`src/rtl/s2p_frame_ctrl.sv`:
```
// ---------------------------------------------------------------------------
// s2p_frame_ctrl
// Framing controller and receive sequencer for a one-bit-per-clock serial
// line. It detects a start bit, collects WIDTH data bits (LSB first), checks
// an optional parity bit and the stop bit, and then hands the assembled word
// to a downstream consumer over a valid/ready handshake.
//
// Ports:
//   clk         system clock, all logic on posedge
//   rst         synchronous reset, active-low
//   serial_in   serial line, idle level 1
//   enable      1 = a new frame may start (gates IDLE->DATA only)
//   data_ready  consumer accepts data_out this cycle
//   err_clr     clears the sticky error flags (a same-cycle event wins)
//   data_out    last accepted word
//   data_valid  data_out holds an unconsumed word
//   busy        receiver is outside IDLE
//   frame_err   sticky, stop bit sampled as 0
//   parity_err  sticky, parity mismatch on an otherwise good frame
//   overrun     sticky, good word dropped because the holding reg was full
// ---------------------------------------------------------------------------
module s2p_frame_ctrl #(
  parameter int WIDTH      = 4,
  parameter int PARITY_EN  = 1,
  parameter int PARITY_ODD = 0
) (
  input  logic             clk,
  input  logic             rst,
  input  logic             serial_in,
  input  logic             enable,
  input  logic             data_ready,
  input  logic             err_clr,
  output logic [WIDTH-1:0] data_out,
  output logic             data_valid,
  output logic             busy,
  output logic             frame_err,
  output logic             parity_err,
  output logic             overrun
);

  localparam int CNT_W = $clog2(WIDTH + 1);

  typedef enum logic [2:0] {
    S_IDLE,
    S_DATA,
    S_PARITY,
    S_STOP,
    S_BREAK
  } state_t;

  state_t           r_state;
  logic [CNT_W-1:0] r_cnt;
  logic [WIDTH-1:0] r_shift;
  logic             r_par_bad;
  logic [WIDTH-1:0] r_data_out;
  logic             r_data_valid;
  logic             r_busy;
  logic             r_frame_err;
  logic             r_parity_err;
  logic             r_overrun;

  logic w_last_bit;
  logic w_par_bad;
  logic w_stop;
  logic w_good;
  logic w_par_evt;
  logic w_frm_evt;
  logic w_load;
  logic w_drop;

  assign w_last_bit = (r_cnt == CNT_W'(WIDTH - 1));
  // XOR of data and parity bit must equal 1 for odd parity, 0 for even.
  assign w_par_bad  = ((^r_shift) ^ serial_in) != (PARITY_ODD != 0);
  assign w_stop     = (r_state == S_STOP);
  assign w_good     = w_stop &&  serial_in && !r_par_bad;
  assign w_par_evt  = w_stop &&  serial_in &&  r_par_bad;
  assign w_frm_evt  = w_stop && !serial_in;
  assign w_load     = w_good && (!r_data_valid || data_ready);
  assign w_drop     = w_good &&  r_data_valid && !data_ready;

  always_ff @(posedge clk) begin
    if (!rst) begin
      r_state      <= S_IDLE;
      r_cnt        <= '0;
      r_shift      <= '0;
      r_par_bad    <= 1'b0;
      r_data_out   <= '0;
      r_data_valid <= 1'b0;
      r_busy       <= 1'b0;
      r_frame_err  <= 1'b0;
      r_parity_err <= 1'b0;
      r_overrun    <= 1'b0;
    end else begin
      case (r_state)
        S_IDLE: begin
          if (enable && !serial_in) begin
            r_state   <= S_DATA;
            r_cnt     <= '0;
            r_par_bad <= 1'b0;
            r_busy    <= 1'b1;
          end
        end
        S_DATA: begin
          // Right-shift entry: after WIDTH bits the first-received bit sits
          // in bit 0, equivalent to writing bit [counter] LSB first.
          r_shift <= {serial_in, r_shift[WIDTH-1:1]};
          r_cnt   <= r_cnt + CNT_W'(1);
          if (w_last_bit) begin
            r_state <= (PARITY_EN != 0) ? S_PARITY : S_STOP;
          end
        end
        S_PARITY: begin
          r_par_bad <= w_par_bad;
          r_state   <= S_STOP;
        end
        S_STOP: begin
          if (serial_in) begin
            r_state <= S_IDLE;
            r_busy  <= 1'b0;
          end else begin
            r_state <= S_BREAK;
          end
        end
        S_BREAK: begin
          if (serial_in) begin
            r_state <= S_IDLE;
            r_busy  <= 1'b0;
          end
        end
        default: begin
          r_state <= S_IDLE;
          r_busy  <= 1'b0;
        end
      endcase

      // A load in the same cycle as an accept keeps data_valid high.
      if (w_load) begin
        r_data_out   <= r_shift;
        r_data_valid <= 1'b1;
      end else if (r_data_valid && data_ready) begin
        r_data_valid <= 1'b0;
      end

      r_frame_err  <= (r_frame_err  && !err_clr) || w_frm_evt;
      r_parity_err <= (r_parity_err && !err_clr) || w_par_evt;
      r_overrun    <= (r_overrun    && !err_clr) || w_drop;
    end
  end

  assign data_out   = r_data_out;
  assign data_valid = r_data_valid;
  assign busy       = r_busy;
  assign frame_err  = r_frame_err;
  assign parity_err = r_parity_err;
  assign overrun    = r_overrun;

endmodule

```
`config.mk`:
```
export PLATFORM = sky130hd
export DESIGN_NAME = s2p_frame_ctrl
export DESIGN_NICKNAME = d
export VERILOG_FILES = /design/src/rtl/s2p_frame_ctrl.sv
export SDC_FILE = /design/constraint.sdc
export NUM_CORES = 1
export LEC_CHECK = 0
export BUFFER_PORTS_ARGS = -buffer_cell sky130_fd_sc_hd__buf_2
export CORE_MARGIN = 1.5
export CORE_UTILIZATION = 45
export DETAILED_ROUTE_END_ITERATION = 10
export PLACE_DENSITY = 0.74
export SETUP_SLACK_MARGIN = 0.15
export SLEW_MARGIN = 40
export SYNTH_ARGS = -nofsm -noshare
export SYNTH_HDL_FRONTEND = slang
export SYNTH_SLANG_ARGS = --single-unit
```
`constraint.sdc`:
```
create_clock -name clk -period 1.95 [get_ports clk]
set_clock_uncertainty 0.2 [all_clocks]
set_input_delay 0.39 -clock clk [delete_from_list [all_inputs] [get_ports clk]]
set_output_delay 0.39 -clock clk [all_outputs]
set_load 0.02 [all_outputs]
```
==> impl_metrics.tcl <==
set metrics [dict create \
    wl_per_cell_um 11.2 \
    ctsHtreeMaxLevel 1 \
    fillers 186 \
    fmax_mhz 618 \
    design_area_mm2 0.00103 \
    drtAntennaViolNets 0 \
    core-area_mm2 0.00194 \
    seqPwrFrac_pct 62.5 \
    cap_violations 0 \
    switchingPower_w 0.000163 \
    clkPwrFrac_pct 28.3 \
    cts_tree "built" \
    slew_violations 0 \
    seq_area_um2 400 \
    clkLatencyLatePin_ps 300 \
    highest_layer "met4" \
    syn_area_per_cell_um2 9.85 \
    dr_wl_met2_um 717 \
    fin_crit_ps 1620 \
    grt-ovfl-total 0 \
    cp_top_family "flip-flops" \
    place_hpwl_um 1110 \
    cts_root_buffer "clkbuf_4" \
    grt_pass1_vias 621 \
    synth-seq-cells 20 \
    remaining_drc_errors 0 \
    drive_gt1_share_pct 18.7 \
    setup-tns-final_ps 0 \
    combinationalPowerShare_pct 9.1 \
    cp_cell_sequence "nand3b_4, nor3_4, mux2i_1, nor2b_1" \
    final-hold-violation-count 0 \
    path_buf_inv 0 \
    critPathLaunchType "flip-flop" \
    vdd_drop_max_v 0.000450 \
    worst_pin_slew_ps 396 \
    synth_cells 94 \
    switching_share_pct 23.9 \
    gp_congestion 0.811 \
    met1Wirelength_um 725 \
    ys_types 28 \
    syn_area_um2 926 \
    final_net_count 117 \
    synth_top_area_share_pct 43.2 \
    grt_max_degree 20 \
    p_leak_nw 0.399 \
    critPathSlowestCell "dfxtp_1" \
    finalCritPeriodShare_pct 83.0 \
    drt_wl_total_um 1500 \
    setup_viol 0 \
    fp.dieH_um 48.4 \
    worst-path-max-fanout 8 \
    antenna_found_initial 0 \
    intPower_w 0.000519 \
    cts_buffers 3 \
    dr_wl_met3_um 46 \
    cts_setup_buffers 0 \
    clockBufferDepth 2 \
    die_area_mm2 0.00234 \
    first_pass_iters 2 \
    hp-class "in2reg" \
    io_pins 15 \
    num_vias 667 \
    grt_pass1_wl_um 2650 \
    syn-num-nets 102 \
    floorplan.initialDensity_pct 47.7 \
    outcome "complete, no violations" \
    slowest_delay_ps 560 \
    p_per_area_mw_per_mm2 663 \
    cp.arrival_ps 1620 \
    post_cts_resized 0 \
    num_rows 16 \
    grtUsageTotal_pct 14.3 \
    cts-hold-fix-buffers 0 \
    worstSetupPathType "reg2reg" \
    drt_iter0_drc 7 \
    drt-vias-per-instance 4.98 \
    worst_ep_required_time_ps 1950 \
    multiInputGateArea_um2 483 \
    die_w_um 48.4 \
    yosysTopAreaCell "dfxtp_1" \
    yosysSeqAreaShare_pct 43.2 \
    port_buffers 14 \
    yosysWarningCount 0 \
    area_growth_pct 11.1 \
    relSlewSlack_pct 73.3 \
    clkTransAtPathRegs_ps 110 \
    postPlaceCellArea_mm2 0.00101 \
    rsz0062_at_grt "false" \
    n_antenna_cell 0 \
    cts_num_sinks 20 \
    cp-end-kind "flip-flop" \
    synthTopCellsByArea "dfxtp_1, nor2b_1, mux2i_1" \
]
[logic make-up after synthesis]
family	after synthesis	synth area share (%)
AND/OR/NAND/NOR	34	25.3
XOR/XNOR	4	3.78
AO/OA/AOI/OAI	16	10.7
multiplexers	9	9.73
flip-flops	20	43.2
adder cells (fa/ha/maj)	2	2.70
buffers and inverters	9	4.59
[power by group through the flow]
| stage | registers, W | logic (W) | clock network [W] |
|---|---|---|---|
| 2_1_floorplan | 0.000435 | 0.0000484 | 0 |
| 3_3_place_gp | 0.000435 | 0.0000616 | 0 |
| 3_5_place_dp | 0.000436 | 0.0000630 | 0 |
| 4_1_cts | 0.000427 | 0.0000634 | 0.000197 |
| 5_1_grt | 0.000428 | 0.0000698 | 0.000210 |
| 6_report | 0.000426 | 0.0000623 | 0.000193 |
[synth_stat cells]
library cell	count
dfxtp_1	20
nor2b_1	16
mux2i_1	9
a21oi_1	6
inv_1	5
nand2b_1	4
nand2_1	3
nor2_1	3
xnor2_1	3
and2_1	2
buf_4	2
ha_1	2
nand3_1	2
o21ai_0	2
o22ai_1	2
a22oi_1	1
a2bb2oi_1	1
buf_2	1
clkbuf_1	1
nand3b_4	1
nand4b_1	1
nor3_4	1
nor3b_4	1
o211ai_1	1
o21a_1	1
o21bai_1	1
o31ai_1	1
xor2_1	1
[through the flow]
stage	util, %	instances	total power, W	worst slack [ps]	hold slack (ps)
floorplan	-	94	0.000483	513	275
global placement	51.8	131	0.000497	388	292
detailed placement	51.8	131	0.000499	342	307
CTS	53.0	134	0.000687	323	233
global route	53.0	134	0.000708	227	242
finish	53.0	134	0.000682	332	231
[worst reg2reg max path, stage by stage (launching register included)]
cell	delay, ps
dfxtp_1	560
nand3b_4	170
nor3_4	320
mux2i_1	220
nor2b_1	60
[path summary, 6_finish.rpt]
kind	startpoint	to	slack [ps]	depth (start not counted)
max	r_state[1]$_SDFFE_PN0P_	data_out[1]$_SDFFE_PN0P_	330	4
min	err_clr	frame_err$_SDFF_PN0_	230	3
max reg2reg	r_state[1]$_SDFFE_PN0P_	data_out[1]$_SDFFE_PN0P_	330	4
min reg2reg	r_par_bad$_SDFFE_PN0P_	r_par_bad$_SDFFE_PN0P_	330	2
[registers in the layout (all words and copies together), names as in the netlist]
register / count
frame_err: 1
r_state: 3
r_shift: 4
r_cnt: 3
parity_err: 1
r_par_bad: 1
busy: 1
overrun: 1
data_valid: 1
data_out: 4
[layer usage]
metal / up-vias / global-route usage [%]
met5: - / 0
met4: 0 / 7.14
met3: 2 / 2.78
met2: 11 / 24.1
met1: 314 / 17.5
li1: 340 / -
[area by class of cell]
type | count | area share [%]
tap | 27 | 3.28
sequential | 20 | 38.9
multi-input combinational | 65 | 47.0
clock buffer | 3 | 2.19
inverter | 5 | 1.82
timing repair buffer | 14 | 6.81
[placed cells by master, fill, tap and decap left out]
| cell type | n |
|---|---|
| clkbuf_4 | 3 |
| nor3b_4 | 1 |
| nand4b_1 | 1 |
| nand2_1 | 3 |
| o22ai_1 | 2 |
| a2bb2oi_1 | 1 |
| ha_1 | 2 |
| nand2b_1 | 4 |
| a21oi_1 | 6 |
| o21a_1 | 1 |
| nor2b_1 | 16 |
| o21bai_1 | 1 |
| nand3_1 | 2 |
| nor2_1 | 3 |
| a22oi_1 | 1 |
| inv_1 | 5 |
| mux2i_1 | 9 |
| xor2_1 | 1 |
| o31ai_1 | 1 |
| and2_1 | 2 |
| nand3b_4 | 1 |
| dfxtp_1 | 20 |
| o211ai_1 | 1 |
| buf_2 | 14 |
| o21ai_0 | 2 |
| xnor2_1 | 3 |
| nor3_4 | 1 |
Note: power is estimated with default switching activity, not from simulation.
